### src/rtl/alu_issue_arb_pkg.sv
// rtl/alu_issue_arb_pkg.sv - shared types and constants for the ALU issue arbiter
package alu_issue_arb_pkg;

  typedef enum logic {
    ARB_SRC0 = 1'b0,
    ARB_SRC1 = 1'b1
  } alu_arb_src_e;

  localparam int ArbStarveCntW = 4;

endpackage

### src/rtl/alu_issue_arb_if.sv
// rtl/alu_issue_arb_if.sv - requester and ALU-side handshake bundle for the issue arbiter
interface alu_issue_arb_if
  import alu_issue_arb_pkg::*;
#(
  parameter int PayloadW = 96
);

  logic                req0_valid_i;
  logic [PayloadW-1:0] req0_data_i;
  logic                req0_rdy_o;
  logic                req1_valid_i;
  logic [PayloadW-1:0] req1_data_i;
  logic                req1_rdy_o;
  logic                alupl_rdy_i;
  logic                alu_valid_o;
  logic [PayloadW-1:0] alu_data_o;
  alu_arb_src_e        alu_src_o;

  modport slave (
    input  req0_valid_i, req0_data_i, req1_valid_i, req1_data_i, alupl_rdy_i,
    output req0_rdy_o, req1_rdy_o, alu_valid_o, alu_data_o, alu_src_o
  );

  modport master (
    output req0_valid_i, req0_data_i, req1_valid_i, req1_data_i, alupl_rdy_i,
    input  req0_rdy_o, req1_rdy_o, alu_valid_o, alu_data_o, alu_src_o
  );

endinterface

### src/rtl/alu_issue_arb_outreg.sv
// rtl/alu_issue_arb_outreg.sv - one-entry valid/ready output register toward the ALU pipeline
module alu_issue_arb_outreg
  import alu_issue_arb_pkg::*;
#(
  parameter int PayloadW = 96
) (
  input  logic                clk_i,
  input  logic                rst_ni,
  input  logic                i_flush,
  input  logic                i_load,
  input  logic [PayloadW-1:0] i_data,
  input  alu_arb_src_e        i_src,
  input  logic                i_alupl_rdy,
  output logic                o_can_load,
  output logic                o_valid,
  output logic [PayloadW-1:0] o_data,
  output alu_arb_src_e        o_src
);

  logic                r_valid;
  logic [PayloadW-1:0] r_data;
  alu_arb_src_e        r_src;

  // Consume and refill in the same cycle, so a held entry never costs a bubble.
  assign o_can_load = ~r_valid | i_alupl_rdy;

  always_ff @(posedge clk_i or negedge rst_ni) begin
    if (!rst_ni) begin
      r_valid <= 1'b0;
      r_data  <= '0;
      r_src   <= ARB_SRC0;
    end else if (i_flush) begin
      r_valid <= 1'b0;
    end else if (o_can_load) begin
      r_valid <= i_load;
      if (i_load) begin
        r_data <= i_data;
        r_src  <= i_src;
      end
    end
  end

  assign o_valid = r_valid;
  assign o_data  = r_data;
  assign o_src   = r_src;

endmodule

### src/rtl/alu_issue_arb.sv
// rtl/alu_issue_arb.sv - two-slot ALU issue arbiter, slot 0 priority with slot 1 anti-starvation
// Optional transfer/stall counters enabled by ALU_ISSUE_ARB_PERF_EN.
module alu_issue_arb
  import alu_issue_arb_pkg::*;
#(
  parameter int PayloadW  = 96,
  parameter int StarveMax = 3
) (
  input  logic           clk_i,
  input  logic           rst_ni,
  input  logic           flush_i,
  alu_issue_arb_if.slave bus,
  output logic [31:0]    perf_grant0_o,
  output logic [31:0]    perf_grant1_o,
  output logic [31:0]    perf_stall_o
);

  localparam logic [ArbStarveCntW-1:0] StarveMaxC = ArbStarveCntW'(StarveMax);

  logic [ArbStarveCntW-1:0] r_starve_cnt;
  logic                     w_can_load;
  logic                     w_out_valid;
  logic                     w_force1;
  logic                     w_grant0;
  logic                     w_grant1;
  logic                     w_xfer0;
  logic                     w_xfer1;
  logic [PayloadW-1:0]      w_load_data;
  alu_arb_src_e             w_load_src;

  assign w_force1 = (r_starve_cnt == StarveMaxC);
  assign w_grant1 = bus.req1_valid_i & (~bus.req0_valid_i | w_force1);
  assign w_grant0 = bus.req0_valid_i & ~w_grant1;

  assign bus.req0_rdy_o = w_grant0 & w_can_load & ~flush_i;
  assign bus.req1_rdy_o = w_grant1 & w_can_load & ~flush_i;
  assign w_xfer0        = bus.req0_valid_i & bus.req0_rdy_o;
  assign w_xfer1        = bus.req1_valid_i & bus.req1_rdy_o;

  assign w_load_data = w_xfer1 ? bus.req1_data_i : bus.req0_data_i;
  assign w_load_src  = w_xfer1 ? ARB_SRC1 : ARB_SRC0;

  // Counts slot-0 wins that slot 1 sat through; saturation is what forces slot 1.
  always_ff @(posedge clk_i or negedge rst_ni) begin
    if (!rst_ni) begin
      r_starve_cnt <= '0;
    end else if (flush_i || w_xfer1) begin
      r_starve_cnt <= '0;
    end else if (w_xfer0 && bus.req1_valid_i && !w_force1) begin
      r_starve_cnt <= r_starve_cnt + ArbStarveCntW'(1);
    end
  end

  alu_issue_arb_outreg #(
    .PayloadW(PayloadW)
  ) u_outreg (
    .clk_i      (clk_i),
    .rst_ni     (rst_ni),
    .i_flush    (flush_i),
    .i_load     (w_xfer0 | w_xfer1),
    .i_data     (w_load_data),
    .i_src      (w_load_src),
    .i_alupl_rdy(bus.alupl_rdy_i),
    .o_can_load (w_can_load),
    .o_valid    (w_out_valid),
    .o_data     (bus.alu_data_o),
    .o_src      (bus.alu_src_o)
  );

  assign bus.alu_valid_o = w_out_valid;

`ifdef ALU_ISSUE_ARB_PERF_EN
  logic [31:0] r_perf_grant0;
  logic [31:0] r_perf_grant1;
  logic [31:0] r_perf_stall;

  always_ff @(posedge clk_i or negedge rst_ni) begin
    if (!rst_ni) begin
      r_perf_grant0 <= '0;
      r_perf_grant1 <= '0;
      r_perf_stall  <= '0;
    end else begin
      if (w_xfer0) r_perf_grant0 <= r_perf_grant0 + 32'd1;
      if (w_xfer1) r_perf_grant1 <= r_perf_grant1 + 32'd1;
      if (w_out_valid && !bus.alupl_rdy_i) r_perf_stall <= r_perf_stall + 32'd1;
    end
  end

  assign perf_grant0_o = r_perf_grant0;
  assign perf_grant1_o = r_perf_grant1;
  assign perf_stall_o  = r_perf_stall;
`else
  assign perf_grant0_o = 32'h0;
  assign perf_grant1_o = 32'h0;
  assign perf_stall_o  = 32'h0;
`endif

  a_rdy0_needs_valid: assert property (@(posedge clk_i) disable iff (!rst_ni)
    bus.req0_rdy_o |-> bus.req0_valid_i);
  a_rdy1_needs_valid: assert property (@(posedge clk_i) disable iff (!rst_ni)
    bus.req1_rdy_o |-> bus.req1_valid_i);
  a_single_grant: assert property (@(posedge clk_i) disable iff (!rst_ni)
    !(bus.req0_rdy_o && bus.req1_rdy_o));
  a_hold_stable: assert property (@(posedge clk_i) disable iff (!rst_ni)
    (w_out_valid && !bus.alupl_rdy_i && !flush_i) |=> $stable(bus.alu_data_o));

endmodule

### src/flat_wrapper.sv
// flat-port wrapper written by rule: the top's interface ports become plain ports
module alu_issue_arb_flat import alu_issue_arb_pkg::*;
#(
  parameter int PayloadW  = 96,
  parameter int StarveMax = 3
)
  (clk_i, rst_ni, flush_i, perf_grant0_o, perf_grant1_o, perf_stall_o, bus_req0_valid_i, bus_req0_data_i, bus_req1_valid_i, bus_req1_data_i, bus_alupl_rdy_i, bus_req0_rdy_o, bus_req1_rdy_o, bus_alu_valid_o, bus_alu_data_o, bus_alu_src_o);
  alu_issue_arb_if #(.PayloadW(PayloadW)) bus_i ();
  input  logic clk_i;
  input  logic rst_ni;
  input  logic flush_i;
  output logic [31:0] perf_grant0_o;
  output logic [31:0] perf_grant1_o;
  output logic [31:0] perf_stall_o;
  input wire logic [$bits(bus_i.req0_valid_i)-1:0] bus_req0_valid_i;
  input wire logic [$bits(bus_i.req0_data_i)-1:0] bus_req0_data_i;
  input wire logic [$bits(bus_i.req1_valid_i)-1:0] bus_req1_valid_i;
  input wire logic [$bits(bus_i.req1_data_i)-1:0] bus_req1_data_i;
  input wire logic [$bits(bus_i.alupl_rdy_i)-1:0] bus_alupl_rdy_i;
  output wire logic [$bits(bus_i.req0_rdy_o)-1:0] bus_req0_rdy_o;
  output wire logic [$bits(bus_i.req1_rdy_o)-1:0] bus_req1_rdy_o;
  output wire logic [$bits(bus_i.alu_valid_o)-1:0] bus_alu_valid_o;
  output wire logic [$bits(bus_i.alu_data_o)-1:0] bus_alu_data_o;
  output wire logic [$bits(bus_i.alu_src_o)-1:0] bus_alu_src_o;
  assign bus_i.req0_valid_i = bus_req0_valid_i;
  assign bus_i.req0_data_i = bus_req0_data_i;
  assign bus_i.req1_valid_i = bus_req1_valid_i;
  assign bus_i.req1_data_i = bus_req1_data_i;
  assign bus_i.alupl_rdy_i = bus_alupl_rdy_i;
  assign bus_req0_rdy_o = bus_i.req0_rdy_o;
  assign bus_req1_rdy_o = bus_i.req1_rdy_o;
  assign bus_alu_valid_o = bus_i.alu_valid_o;
  assign bus_alu_data_o = bus_i.alu_data_o;
  assign bus_alu_src_o = bus_i.alu_src_o;
  alu_issue_arb #(.PayloadW(PayloadW), .StarveMax(StarveMax)) u_core (.clk_i(clk_i), .rst_ni(rst_ni), .flush_i(flush_i), .bus(bus_i), .perf_grant0_o(perf_grant0_o), .perf_grant1_o(perf_grant1_o), .perf_stall_o(perf_stall_o));
endmodule
### config.mk
export PLATFORM = sky130hd
export DESIGN_NAME = alu_issue_arb_flat
export DESIGN_NICKNAME = d
export VERILOG_FILES = /design/src/rtl/alu_issue_arb_pkg.sv /design/src/rtl/alu_issue_arb_if.sv /design/src/rtl/alu_issue_arb_outreg.sv /design/src/rtl/alu_issue_arb.sv /design/src/flat_wrapper.sv
export SDC_FILE = /design/constraint.sdc
export NUM_CORES = 1
export LEC_CHECK = 0
export CAP_MARGIN = 10
export CORE_AREA = 2 2 151 153
export CTS_BUF_LIST = sky130_fd_sc_hd__clkbuf_16
export DETAILED_ROUTE_END_ITERATION = 10
export DIE_AREA = 0 0 153 155
export PLACE_DENSITY = 0.65
export SYNTH_ARGS = -nofsm -noshare
export SYNTH_HDL_FRONTEND = slang
export SYNTH_HIERARCHICAL = 1
export SYNTH_SLANG_ARGS = --single-unit
### constraint.sdc
create_clock -name clk_i -period 2.32 [get_ports clk_i]
set_clock_uncertainty 0.05 [all_clocks]
set_input_delay 0.464 -clock clk_i [delete_from_list [all_inputs] [get_ports clk_i]]
set_output_delay 0.464 -clock clk_i [all_outputs]
set_load 0.1 [all_outputs]
==> flow_results.org, run 1 <==
** STA
- Once routing completed, OpenROAD measured the worst setup slack at -0.05951 ns.
- Setup repair after global routing could not meet its margin everywhere.
- Final Max Tran Viols :: 0
- Fraction of the cycle the final worst path needs :: 1.026
- Final min period :: roughly 2.4 ns
- Setup violations remaining at the end of the flow were counted as 1.
- Timing would allow up to 0.4203 GHz.
- Hold is met by between 0.01 and 0.015 ns.
- Hold violation count in the final report :: 0

** Yosys
- Parity-gate share of the synthesized area counting xor and xnor cells :: 0
- Cell count after synthesis :: 446
- Number of warnings issued by yosys :: 6
- Syn Std Cell Area :: 0.005838 mm^2
- Largest family of logic cells by synthesized area :: multiplexers
- Of the total synthesized cell area, the portion taken by full adders, half adders and majority gates is 0.002143.
- dfrtp_1 takes more of the synthesized area than any other cell.
- Measured against the total synthesized area, the mux share comes to 0.3723.
- Synthesis-stage register bit count :: 102
- The netlist uses 28 different library cells.
- Average cell area after synthesis :: roughly 13 um^2
- Compound-Gate Fraction of Synth Area :: 0.008573
- Simple-gate share of the synthesized area :: 0.02465
- Proportion of synthesized chip area in sequential cells :: 0.4372
- Ranked by total cell area, the synthesized netlist is headed by dfrtp_1 (44%), mux2_2 (26%), buf_4 (13%).
- Portion of synthesized cell area occupied by the leading cell type :: 0.4372

** Floorplanning
- Initial core utilization :: 0.2627
- Cell Rows :: 55
- I/O pin count :: approximately 390
- Area enclosed by the die boundary :: approximately 0.024 mm^2
- Placeable core region :: approximately 0.022 mm^2
- Chip Height :: between 150 and 200 um
- Die width :: 153 um

** Power
- The analysis attributes to cell leakage a power of around 4.4 nW.
- Dividing total power by cell area gives a power density of 990.8 mW/mm^2.
- Power comes to around 0.0097 W.
- Peak VDD IR :: between 500 and 600 uV

** Clocking
- Clock Tree Buf Depth :: 2
- Clock tree from TritonCTS :: built
- After clock tree synthesis, the flow added hold-fix buffers numbering 0.
- The later pin in the worst-skew pair is clocked with a latency of around 0.35 ns.
- CTS H-tree depth :: 3
- CTS Buf Count :: 9
- Num Clock Sinks :: roughly 100
- Clock-pin slew was measured on the worst setup and hold paths at approximately 0.080 ns.
- Root Buffer :: clkbuf_16

** Global routing
- Entering global routing, the biggest net connects between 40 and 50 pins.
- Across every metal layer, demand over resource in global routing totals 0.1266.
- Global-route wire length before repair :: roughly 24000 um
- The total overflow left after global routing is 0.
- The via count of the first global-routing pass was 4269.
- Antenna violations before repair :: 0

** Worst setup path
- Maximum fanout along the worst path :: 3
- The worst setup path is launched from a flip-flop.
- Critical path endpoint category :: primary output
- STA puts the critical path data arrival time at 1.87 ns.
- By startpoint and endpoint, the worst setup path is classified as flip-flop to primary output.
- STA puts the critical path data required time at between 1.5 and 2 ns.

** Run status
- Run status :: finished, violations left
- Violations in the final reports :: negative setup slack

** Routing
- The first routing iteration left approximately 140 violations.
- Post-DR vias/cell :: between 4 and 5
- After detailed routing, the total wire length is roughly 17000 um.
- Dividing the detail-routed wire length by the instance count gives between 15 and 20 um.
- After detailed routing, the met2 layer carries between 8000 and 9000 um of wire.
- Highest routed layer :: met4
- Met3 Wirelength :: 1179 um
- DR pass1 iterations :: 4
- The count of nets left with antenna violations once routing finished came out at 0.
- Summing over every cut layer, the via total after detailed routing is 4379.
- For this block, wires on met1 add up to approximately 6700 um.
- In the routed design, unresolved DRC markers number 0.

** Finish
- Summing all non-filler instances in the final layout gives an area of ~0.01 mm^2.
- Diode insertion count for antenna repair :: 0
- At the end of the flow, the number of nets in the layout was a little under 1000.
- Signed area change from the synthesized netlist to the final layout :: 67.85%
- The filler cells instantiated in the layout total about 2100.
- The finished layout holds about 1100 standard cells, fillers aside.
- In the final layout, the share of cells above drive strength 1 is 0.4695.

** Worst hold path
- In this run the worst hold path is classified as input pin to asynchronous set/reset pin.

** Placement
- RD Place Congestion :: approximately 0.73
- Estimated wirelength of the detail-placed design :: around 12000 um
- After detailed placement, the total cell area comes to 0.009031 mm^2.
- Post-Place Cells :: about 1000
- Count of buffers from port buffering :: approximately 300

** Flow run
- Across the run, the number of max-cap violations was 0.
[per-stage QoR]
step                utilization  setup TNS (ns)  setup slack, ns
floorplan                     -          -1.713          -0.2001
global placement         0.4063          -20.93          -0.2595
detailed placement       0.4063          -20.76          -0.2646
CTS                      0.4211        -0.08687         -0.08687
global route             0.4409          -2.022          -0.1311
finish                   0.4409        -0.05951         -0.05951
[cells by family (layout without fill, tap and decap cells)]
kind of cell    count (synthesis)  count (layout)
fa+ha+maj                       1               1
other cells                     1              96
simple gates                   21              21
mux                           193             193
flops                         102             102
compound gates                  7               7
buf+inv                       121             366
[per-layer routing]
layer  GRT usage  vias to the layer above
met5           0                        -
met4     0.04233                        0
met3     0.03203                       12
met2      0.2208                      209
met1      0.1529                     2121
li1            -                     2037
[Yosys cell counts, drive strengths merged]
master,n
or3b,1
inv,3
or4b,1
o21ai,1
conb,1
mux2,193
clkbuf,1
buf,117
nor3b,2
ha,1
dfrtp,102
nand2,2
nand3b,1
a21oi,4
o31ai,1
and3b,1
nand3,2
nor4bb,1
a31oi,1
nor2b,3
nor2,4
nand4,3
[worst max-delay path, cell delays in order (launching register included)]
cell	delay, ns
dfrtp_1	0.38
ha_2	0.19
or3b_4	0.25
buf_6	0.12
nor2_4	0.04
nor4bb_4	0.32
buf_12	0.21
[where the power goes]
part           internal, W  leakage [nW]  switching, W
clock network     0.000844         0.151      0.000709
logic              0.00148          3.07       0.00427
registers          0.00218          1.21      0.000232
total              0.00450          4.44       0.00521
[final cells by class]
cell class                 instances  area [um^2]  area share
inverter                           3        11.26    0.001149
tap                              285        356.6     0.03639
clock buffer                       9        225.2     0.02298
clock inverter                     7        73.82    0.007533
multi-input combinational        318         3189      0.3255
timing repair buffer             347         3387      0.3456
sequential                       102         2556      0.2609
[state kept, by name, indices dropped and copies added (netlist names)]
register                 flops
u_core/r_starve_cnt          4
u_core/u_outreg/o_src        1
u_core/u_outreg/o_data      96
u_core/u_outreg/o_valid      1
[final timing paths]
check                                           start                    endpoint  slack [ns]  cells past startpoint
setup / recovery               u_core/r_starve_cnt[1]              bus_req0_rdy_o       -0.06                      6
setup reg to reg               u_core/r_starve_cnt[1]  u_core/u_outreg/o_data[89]           0                      8
hold / removal                                 rst_ni  u_core/u_outreg/o_data[95]        0.01                      1
hold reg to reg            u_core/u_outreg/o_data[51]  u_core/u_outreg/o_data[51]        0.46                      1
min in group clk_i         u_core/u_outreg/o_data[51]  u_core/u_outreg/o_data[51]        0.46                      1
max in group asynchronous                      rst_ni     u_core/u_outreg/o_valid        1.45                      2
[cell usage in the layout, fill, tap and decap left out, types with 2 or more instances in the layout]
| cell | n |
|---|---|
| buf_12 | 9 |
| nand2_1 | 2 |
| a21oi_1 | 2 |
| nand3_1 | 2 |
| buf_8 | 7 |
| nor2b_1 | 2 |
| clkbuf_16 | 14 |
| nand4_1 | 3 |
| buf_6 | 5 |
| mux2_2 | 85 |
| a21oi_4 | 2 |
| mux2_4 | 108 |
| clkdlybuf4s50_1 | 196 |
| conb_1 | 96 |
| nor2_1 | 3 |
| dfrtp_1 | 101 |
| inv_1 | 4 |
| buf_4 | 124 |
[what timing repair did]
action                     4_1_cts  5_1_grt
gates resized for setup          2       67
gates cloned                     0        7
buffers inserted                 3        5
setup endpoints to repair       56       89
pin swaps                        4        3
No activity file was read; power rests on OpenSTA's default activity.
==> run 2, diff against run 1 <==
--- a/config.mk
+++ b/config.mk
@@ -7,10 +7,11 @@
 export LEC_CHECK = 0
 export CAP_MARGIN = 10
 export CORE_AREA = 2 2 151 153
-export CTS_BUF_LIST = sky130_fd_sc_hd__clkbuf_16
+export CTS_BUF_LIST = sky130_fd_sc_hd__clkbuf_8
 export DETAILED_ROUTE_END_ITERATION = 10
 export DIE_AREA = 0 0 153 155
 export PLACE_DENSITY = 0.65
+export SKIP_LAST_GASP = 1
 export SYNTH_ARGS = -nofsm -noshare
 export SYNTH_HDL_FRONTEND = slang
 export SYNTH_HIERARCHICAL = 1
==> flow_results.org, run 2 (synthesis results as in run 1) <==
** Worst setup path
- The worst register-to-register path begins at u_core/r_starve_cnt[1].
- At the worst endpoint, the arrival time is around 1.9 ns.
- The slowest stage of the critical path is the dfrtp_1 cell.
- Critical path endpoint category :: primary output
- The worst register-to-register path ends at u_core/u_outreg/o_data[67].
- Worst setup path start :: u_core/r_starve_cnt[1]
- The critical path ends at bus_req0_rdy_o.
- In this run the worst path has a maximum fanout of 3.
- List of cells traversed by the critical path :: ha_2 > or3b_4 > buf_6 > nor2_4 > nor4bb_4 > buf_12
- CP Data Required Time :: ~1.8 ns
- Largest stage delay on the critical path :: ~0.40 ns
- The worst setup path is launched from a flip-flop.
- Start-to-end type of the worst setup path :: flip-flop to primary output
- Worst setup slack for register-to-register paths :: -0.09 ns
- The number of cells on the worst reg-to-reg path is 9.

** Routing
- The first routing iteration left about 120 violations.
- Wire length on met2 :: ~9000 um
- Met3 Wirelength :: between 1000 and 1500 um
- Total Wirelength :: approximately 17000 um
- Dividing the detail-routed via count by the number of cells gives between 4 and 5.
- Number of DRC violations after detailed routing :: 0
- Signal routing reaches up to met4.
- Summing over every cut layer, the via total after detailed routing is around 4400.
- Post-route met1 wirelength :: around 6800 um
- In this run the remaining antenna-violating nets after routing total 0.
- In the final routed layout, each cell accounts on average for 16.05 um.
- The first detailed-routing pass ran for 4 iterations.

** STA
- Setup violations remaining at the end of the flow were counted as 34.
- Fraction of the cycle the final worst path needs :: 1.038
- The hold violation total from the final report came to 0.
- F_max :: between 0.4 and 0.5 GHz
- Final worst-path setup slack :: -0.08803 ns
- The total count of max-transition violations in the final report is 0.
- The routed design could run at a clock period as short as roughly 2.4 ns.
- Setup repair after global routing could not meet its margin everywhere.

** Run status
- The checks that failed: negative setup slack.
- Run status :: finished, violations left

** Placement
- Estimated wirelength of the detail-placed design :: 12290 um
- Count of buffers from port buffering :: between 200 and 300
- RD Place Congestion :: roughly 0.73
- Area of placed instances :: approximately 0.0090 mm^2

** Power
- Peak VDD IR :: ~540 uV
- PD cells :: between 900 and 1000 mW/mm^2
- Summing internal, switching and leakage power gives 0.009389 W.
- The analysis attributes to cell leakage a power of 4.498 nW.

** Floorplanning
- The die covers between 0.02 and 0.025 mm^2.
- Chip Height :: ~160 um
- The floorplan step set the die width to 153 um.
- I/O pin count :: about 400
- Cell Rows :: 55
- Initial core utilization :: 0.2627
- In this run the standard cell core region covers 0.02223 mm^2.

** Global routing
- Leftover overflow at the end of global routing :: 0
- Total Routing Usage GR :: 0.1334
- Maximum number of pins on one net before global-route repair :: 47
- Via count of the first global-routing pass :: roughly 4400
- The initial antenna violation count was 0.
- The first global-routing pass estimated roughly 25000 um of wire.

** Clocking
- Root Buffer :: clkbuf_8
- CTS Buf Count :: 9
- Counting along the longest clock path gives a buffer depth of 2.
- The clock tree synthesis step divided the H-tree into 3 levels.
- Clock edge transition at the registers on the reported setup and hold paths :: around 0.11 ns
- At the later pin of the worst-skew pair, clock insertion delay measures 0.38 ns.
- TritonCTS built the clock tree.
- The clock drives just over 100 sinks.

** Worst hold path
- The worst hold path begins at u_core/u_outreg/o_data[64].
- Worst Hold Class :: flip-flop to flip-flop

** Finish
- The area growth from synthesis to layout is 68.99%.
- Final Instance Area :: 0.009866 mm^2
- The filler cells instantiated in the layout total around 2100.
- Net count of the finished layout :: between 900 and 1000
- The library cells used most frequently in the layout, excluding fill and tap cells, are clkdlybuf4s50_1 (196), mux2_4 (127), buf_4 (126).
- Diode insertion count for antenna repair :: 0
- The register with the most flip-flops in the layout has 96 of them.
- Fraction of layout cells with a size suffix above 1 :: 0.4703
- Leaving out fill and tap cells, the most frequent cell in the layout is clkdlybuf4s50_1.

** Flow run
- Reported max-cap violation count :: 0
==> run 2: worst min-delay path by stage <==
| stage | to | depth (start not counted) |
|---|---|---|
| 6_report | u_core/u_outreg/o_data[64] | 1 |
| 4_1_cts | u_core/u_outreg/o_data[62] | 1 |
| 5_1_grt | u_core/u_outreg/o_data[46] | 1 |
| 2_1_floorplan | u_core/r_starve_cnt[0] | 0 |
| 3_5_place_dp | u_core/u_outreg/o_data[83] | 1 |
| 3_3_place_gp | u_core/u_outreg/o_data[81] | 1 |
==> run 2: area by class of cell <==
type,count,area [um^2],area share
well taps,285,356.6,0.03614
inverters,3,11.26,0.001141
multi-input cells,318,3261,0.3305
flip-flops and latches,102,2556,0.2591
clock inverters,7,73.82,0.007483
clock buffers,9,123.9,0.01256
repair buffers,352,3483,0.3531
==> run 2: worst max-delay path: cells and delay by family, from the launching register on <==
kind          cells  cell delay (ns)
buf+inv           2             0.33
simple gates      3             0.59
fa+ha+maj         1             0.19
flops             1             0.40
==> run 2: power by group <==
| part | leakage, nW | internal (W) | total (W) | switching, W |
|---|---|---|---|---|
| combinational | 3.18 | 0.00152 | 0.00580 | 0.00428 |
| sequential | 1.21 | 0.00218 | 0.00241 | 0.000233 |
| clock | 0.104 | 0.000506 | 0.00118 | 0.000676 |
| total | 4.50 | 0.00420 | 0.00939 | 0.00519 |
==> run 2: stage by stage <==
| stage | worst slack (ns) | utilization | TNS, ns | hold slack [ns] | instances |
|---|---|---|---|---|---|
| 2_1_floorplan | -0.2001 | - | -1.713 | 0.1184 | 541 |
| 3_3_place_gp | -0.2595 | 0.4063 | -20.93 | 0.4128 | 1040 |
| 3_5_place_dp | -0.2646 | 0.4063 | -20.76 | 0.4066 | 1040 |
| 4_1_cts | -0.1442 | 0.4311 | -3.191 | 0.4508 | 1067 |
| 5_1_grt | -0.1706 | 0.4439 | -4.902 | 0.4772 | 1076 |
| 6_report | -0.08803 | 0.4439 | -0.8683 | 0.4542 | 1076 |
==> run 2: timing repair <==
item / in CTS / in global routing
setup endpoints to repair: 63 / 91
gates cloned: 3 / 6
setup buffers: 8 / 8
hold endpoints to repair: 32 / 0
pin swaps: 4 / 3
resized for setup: 50 / 45
hold buffers: 1 / 0
==> run 2: routing by layer <==
metal,track usage,vias to the layer above
li1,-,2040
met1,0.1588,2158
met2,0.2353,204
met3,0.03315,12
met4,0.04630,0
met5,0,-
